`config.mk`:
```
export PLATFORM = sky130hd
export DESIGN_NAME = alu_div
export DESIGN_NICKNAME = d
export VERILOG_FILES = /design/src/rtl/alu_div.sv
export SDC_FILE = /design/constraint.sdc
export NUM_CORES = 1
export LEC_CHECK = 0
export ABC_AREA = 1
export CAP_MARGIN = 40
export CORE_MARGIN = 1.5
export CORE_UTILIZATION = 40
export CTS_CLUSTER_SIZE = 14
export DETAILED_ROUTE_END_ITERATION = 7
export GPL_TIMING_DRIVEN = 0
export HOLD_SLACK_MARGIN = 0.05
export PLACE_DENSITY = 0.57
export SYNTH_ARGS = -nofsm -noshare
export SYNTH_HDL_FRONTEND = slang
export SYNTH_SLANG_ARGS = --single-unit
```
`constraint.sdc`:
```
create_clock -name clk -period 5 [get_ports clk]
set_input_delay 1.25 -clock clk [delete_from_list [all_inputs] [get_ports clk]]
set_output_delay 1.25 -clock clk [all_outputs]
set_load 0.02 [all_outputs]
```
`src/rtl/alu_div.sv`:
```
// alu_div: iterative radix-2 restoring divider for RV32M DIV/DIVU/REM/REMU.
// One quotient bit per cycle, start/busy/done handshake, kill flush.
module alu_div #(
  parameter int XLEN = 32
) (
  input  logic            clk,
  input  logic            rst,
  input  logic            start,
  input  logic            kill,
  input  logic [5:0]      alucode,
  input  logic [XLEN-1:0] op1,
  input  logic [XLEN-1:0] op2,
  output logic            busy,
  output logic            done,
  output logic [XLEN-1:0] alu_result
);
  localparam logic [5:0] ALU_DIV = 6'd24, ALU_DIVU = 6'd25, ALU_REM = 6'd26, ALU_REMU = 6'd27;
  typedef enum logic [1:0] {IDLE, CALC, DONE} state_t;
  state_t state, state_n;
  logic [XLEN-1:0] rem, quot, dvs, a_abs, b_abs, fast_val, res, fin;
  logic [XLEN:0] sh, diff;
  logic [5:0] cnt;
  logic is_rem, neg, sgn, opr, valid, accept, fast, ge;
  always_comb begin
    sgn = alucode == ALU_DIV || alucode == ALU_REM;
    opr = alucode == ALU_REM || alucode == ALU_REMU;
    valid = sgn || alucode == ALU_DIVU || alucode == ALU_REMU;
    accept = state != CALC && start && !kill && valid;
    a_abs = sgn && op1[XLEN-1] ? -op1 : op1;
    b_abs = sgn && op2[XLEN-1] ? -op2 : op2;
    fast = op2 == '0 || (sgn && op1 == {1'b1, {(XLEN-1){1'b0}}} && &op2);
    fast_val = op2 == '0 ? (opr ? op1 : '1) : (opr ? '0 : op1);
    sh = {rem, quot[XLEN-1]};
    diff = sh - {1'b0, dvs};
    // a set top bit of the shifted remainder already exceeds any divisor
    ge = sh[XLEN] | ~diff[XLEN];
    res = is_rem ? rem : quot;
    fin = neg ? -res : res;
  end
  always_ff @(posedge clk)
    if (rst) state <= IDLE;
    else state <= state_n;
  always_comb begin
    state_n = IDLE;
    if (kill) state_n = IDLE;
    else if (accept) state_n = CALC;
    else if (state == CALC) state_n = cnt[5] ? DONE : CALC;
  end
  always_comb begin
    busy = state == CALC;
    done = state == DONE;
  end
  // cnt counts 31..0 through the iterations, then wraps to 63 to mark the result step
  always_ff @(posedge clk) begin
    if (rst) begin
      rem <= '0;
      quot <= '0;
      dvs <= '0;
      cnt <= '0;
      is_rem <= 1'b0;
      neg <= 1'b0;
      alu_result <= '0;
    end else if (!kill) begin
      if (accept) begin
        rem <= '0;
        quot <= fast ? fast_val : a_abs;
        dvs <= b_abs;
        cnt <= fast ? 6'h3f : 6'(XLEN-1);
        is_rem <= !fast && opr;
        neg <= !fast && sgn && (opr ? op1[XLEN-1] : op1[XLEN-1] ^ op2[XLEN-1]);
      end else if (state == CALC) begin
        if (cnt[5]) alu_result <= fin;
        else begin
          rem <= ge ? diff[XLEN-1:0] : sh[XLEN-1:0];
          quot <= {quot[XLEN-2:0], ge};
          cnt <= cnt - 6'd1;
        end
      end
    end
  end
endmodule

```
After elaboration in Yosys (flattened, before gate mapping)
Index checks and enable logic that the tools add are counted.
{"block": "word_totals", "register_bits": 138, "word_cells": 79, "input_bits": 74, "out_inout_bits": 34}
{"block": "op_classes", "add_sub_neg": 5, "n_eq_ne": 9, "n_mux": 23, "n_reduce_logical": 26, "n_bitwise": 6}
{"op": "$mux 32", "n": 15}
{"op": "$neg 32->32", "n": 3}
{"op": "$sub 33x32->33", "n": 1}
{"op": "$eq 32x32->1 const B", "n": 1}
{"op": "$logic_not 32->1", "n": 1}
{"op": "$reduce_and 32->1", "n": 1}
{"op": "$eq 6x5->1 const B", "n": 4}
{"op": "$mux 6", "n": 4}
{"op": "$logic_and 1x1->1", "n": 10}
{"op": "$sub 6x1->6 const B", "n": 1}
{"op": "$logic_or 1x1->1", "n": 5}
{"op": "$ne 2x1->1 const B", "n": 2}
{"op": "$not 1->1", "n": 4}
{"op": "$reduce_and 2->1", "n": 2}
{"op": "$reduce_and 4->1", "n": 1}
{"op": "$reduce_or 4->1", "n": 1}
{"op": "$mux 1", "n": 3}
{"op": "$reduce_and 3->1", "n": 1}
{"op": "$eq 2x1->1 const B", "n": 1}
{"op": "$eq 2x2->1 const B", "n": 1}
{"op": "$logic_not 1->1", "n": 2}
{"op": "$mux 2", "n": 1}
{"op": "$reduce_bool 2->1", "n": 1}
{"op": "$reduce_or 2->1", "n": 1}
{"op": "2 further kinds", "n": 2}

Longest topological paths before layout
Gate-level depths: netlist (run 1).
{"block": "logic_depth", "depth_word": 8, "depth_mapped": 16, "ltp_nobuf": 16}

Worst setup path after synthesis (run 1)
Ideal clock, no wire load.
{"block": "synth_path", "kind": "input port to flip-flop", "startpoint": "input op1[0]", "endpoint": "register quot[16]", "setup_time_ns": 0.132, "path_slack_ns": 2.174, "arrival_time_ns": 2.693, "path_buffers": 1, "t_required_ns": 4.868, "cell_stages": 14, "path_cell_list": "inv_1 > ha_1 > nand3_2 > nor2_1 > nand2_1 > nor2_1 > nand3_2 > nand2_2 > inv_2 > buf_6 > nand2_1 > nand3_1 > nand2_1 > a21oi_1"}
{"block": "synth_via", "elab_chain_cells": 6, "elab_cells_between_ends": 8, "classes_between": "add/sub (1); eq/ne (1); mux (3); reduce/logical (3)"}
{"element": "start: declaration", "line": "11", "source": "input logic [XLEN-1:0] op1,"}
{"element": "parallel branches: the longest is 4 deep, another holds $neg 32->32"}
{"element": "$mux 32 *", "line": "66", "source": "quot <= fast ? fast_val : a_abs;"}
{"element": "$mux 32 *", "line": "64", "source": "if (accept) begin"}
{"element": "end signal: assignment", "line": "66"}
{"element": "end signal: assignment", "line": "75", "source": "quot <= {quot[XLEN-2:0], ge};"}
{"element": "end: declaration", "line": "20", "source": "logic [XLEN-1:0] rem, quot, dvs, a_abs, b_abs, fast_val, res, fin;"}
Mark *: on every way between the ends.
A chain may end at the register's enable or synchronous reset.

Final worst setup path (run 1)
{"block": "layout_path", "startpoint": "input op1[0]", "endpoint": "register quot[27]"}
The elaborated chain is that of the path after synthesis.

==> results.toml, run 1 <==
[status]
status = "completed"

[sta]
finalCritPeriodShare = 0.7118
worst_pin_slew_ns = 0.7281
setup_viol = 0
tns_ns = 0
max_slew_margin = 0.5146
min_period_ns = 3.559
finalHoldViolCount = 0
timing.fmax_mhz = 281.0
skew_ns = 0.01149
slew_viol_final = 0
rsz0062_at_grt = "false"

[logic_synthesis]
syn_area_um2 = 12260
synth_commonest_cells = "nand2_1 (655), inv_1 (333), nor2_1 (245)"
yosysSeqAreaShare = 0.2253
yosys.area.top_type_share = 0.2253
synth.most_common_cell = "nand2_1"
synthFlopType = "dfxtp_1"
async_flop_share = 0
synth.distinct_cells = 52
yosysWarnings = 0
syn_avg_cell_area_um2 = 5.643
synth_edf_count = 0
ys_seq_elements = 138
synth_nets = 2285
yosys-top-cells-area = "dfxtp_1 (23%), nand2_1 (20%), inv_1 (10%), nor2_1 (7.5%), nand3_1 (6.5%)"
yosysTopAreaCell = "dfxtp_1"
netlist_instances = 2173

[die]
ioPinCount = 108
fp.dieW_um = 178.1
die_h_um = 178.1
initial_core_util = 0.4104
coreArea_um2 = 29870
dieArea_um2 = 31710
rows = 63

[final_layout]
finalNetCount = 2412
final_util = 0.4826
diodes = 0
drive_gt1_frac = 0.04842
finalNonFillerCells = 2703
area_growth_pct = 17.57
fillers = 3285

[critical_path]
worstSetupPathType = "primary input to flop"
arrival_ns = 3.93
crit_path_end_kind = "flop"
cpMaxStageDelayCell = "clkdlybuf4s50_1"
crit_chain = "clkdlybuf4s50_1 > inv_1 > ha_1 > nand3_2 > nor2_1 > nand3b_1 > nor2_1 > nand3_1 > nand2_1 > inv_2 > a21oi_1 > o21ai_0 > nand2_1"
startpoint_type = "primary input"
cp_max_fo = 6
cp_slowest_stage_delay_ns = 0.44
crit_required_ns = 5.37

[global_route]
grt_max_degree = 17
grt_use_total = 0.2916
first_global_vias = 12900
grt_pass1_wl_um = 70780
antenna_found_initial = 0
grt_overflow = 0

[clock_network]
clockRootBuffer = "clkbuf_16"
cts.clk_slew.worst_paths_ns = 0.06
htreeDepth = 4
cts_tree = "done"
cts_sinks = 138
cts_made_buffers = 17
cts_setup_buffers = 0
clockBufferDepth = 2
clock_latency_ns = 0.43
cts_hold_buf = 0
cts_resized = 0

[drt]
drt-wirelength-per-cell_um = 16.86
drt_iter0_markers = 1177
drc = 0
viasPerCell = 5.191
first_pass_iters = 5
postRouteAntennaNets = 0
postRouteWirelength_um = 45570
num_vias = 14030

[power_and_ir_drop]
leakagePower_nw = 6.965
power-per-cell-area_nw_per_um2 = 205.8
irDropWorstVdd_mv = 0.1420
finalPower_w = 0.002967

[placement]
hpwl_um = 37620
port_buffers = 107
place_congestion = 0.9322
placed_cells = 2671

[job]
maxCapViolations = 0

[hold_path]
hold_path.class = "flop to flop"
==> worst paths after layout <==
path                         start                     to  slack (ns)  cells after the start
max                         op1[0]  quot[27]$_SDFFE_PP0P_        1.44                     13
min           quot[8]$_SDFFE_PP0P_   quot[8]$_SDFFE_PP0P_        0.47                      2
max reg2reg  quot[31]$_SDFFE_PP0P_   rem[31]$_SDFFE_PP0P_        2.23                     16
min reg2reg   quot[8]$_SDFFE_PP0P_   quot[8]$_SDFFE_PP0P_        0.47                      2
==> state kept, by name, summed over array words and instances (netlist names) <==
signal      flops
cnt             6
neg             1
quot           32
dvs            32
state           2
alu_result     32
rem            32
is_rem          1
==> report_power, final <==
part           total, W  switching, W  internal (W)
clock network   0.00127      0.000515      0.000753
registers       0.00111    0.00000300       0.00110
logic          0.000592      0.000379      0.000212
total           0.00297      0.000897       0.00207
==> cells in the final DEF (no fill, tap or decap), types with 6 or more instances in the layout <==
cell	instances
nor2_1	245
o221ai_1	8
inv_2	10
nand3b_1	25
clkdlybuf4s50_1	107
nand3_1	159
ha_1	37
clkbuf_16	17
inv_1	333
o211ai_1	10
dfxtp_1	138
nor2_2	13
nand4_1	27
buf_2	20
o21ai_2	11
o21ai_0	111
a21oi_1	148
xnor2_1	16
buf_6	6
o21ai_1	35
nand2_1	655
xor2_1	40
nor3_1	17
o22ai_1	8
clkbuf_1	41
==> worst max-delay path: cells and delay by family <==
family	cells	cell delay, ns
simple gates	7	1.31
buf+inv	3	0.75
fa+ha+maj	1	0.25
compound gates	2	0.36
==> final cells by class <==
class,instances,area [um^2],area share
well taps,390,488.0,0.03385
clock buffers,20,446.7,0.03098
repair buffers,108,1079,0.07481
flip-flops and latches,138,2763,0.1916
clock inverters,12,141.4,0.009807
inverters,345,1295,0.08983
multi-input cells,1616,7841,0.5439
plain buffers,74,362.8,0.02517
==> metrics by stage <==
stage,hold slack (ns),area (um^2),worst slack (ns)
CTS,0.4660,14420,1.509
global route,0.4831,14420,1.217
detailed placement,0.4558,13830,1.066
finish,0.4656,14420,1.441
global placement,0.4539,13820,1.085
floorplan,0.4403,12260,2.174
==> cells by family after synthesis <==
| kind of cell | count (synthesis) | synth area share |
|---|---|---|
| simple gates | 1166 | 0.4009 |
| flops | 138 | 0.2253 |
| compound gates | 356 | 0.1592 |
| buf+inv | 419 | 0.1352 |
| fa+ha+maj | 38 | 0.03939 |
| xor+xnor | 56 | 0.04000 |
==> metal layers <==
layer	GRT usage	wire length, um
met1	0.4106	21790
met2	0.4669	19960
met3	0.02664	2550
met4	0.09244	1263
met5	0	0
Note: power is estimated with default switching activity, not from simulation.
==> run 2, diff against run 1 <==
==> constraint.sdc (replaced) <==
create_clock -name clk -period 3.5 [get_ports clk]
set_input_delay 0.875 -clock clk [delete_from_list [all_inputs] [get_ports clk]]
set_output_delay 0.875 -clock clk [all_outputs]
set_load 0.02 [all_outputs]
==> results of run 2 <==
The final DEF is identical to that of run 1. Status: completed.
Among the figures that moved: setup slack after placement 1.066 ns -> -0.05897 ns; setup slack after layout 1.441 ns -> 0.3161 ns; register-to-register setup slack 2.23 ns -> 0.73 ns; total power 0.002967 W -> 0.004239 W; worst IR drop on VDD 0.1420 mV -> 0.2028 mV
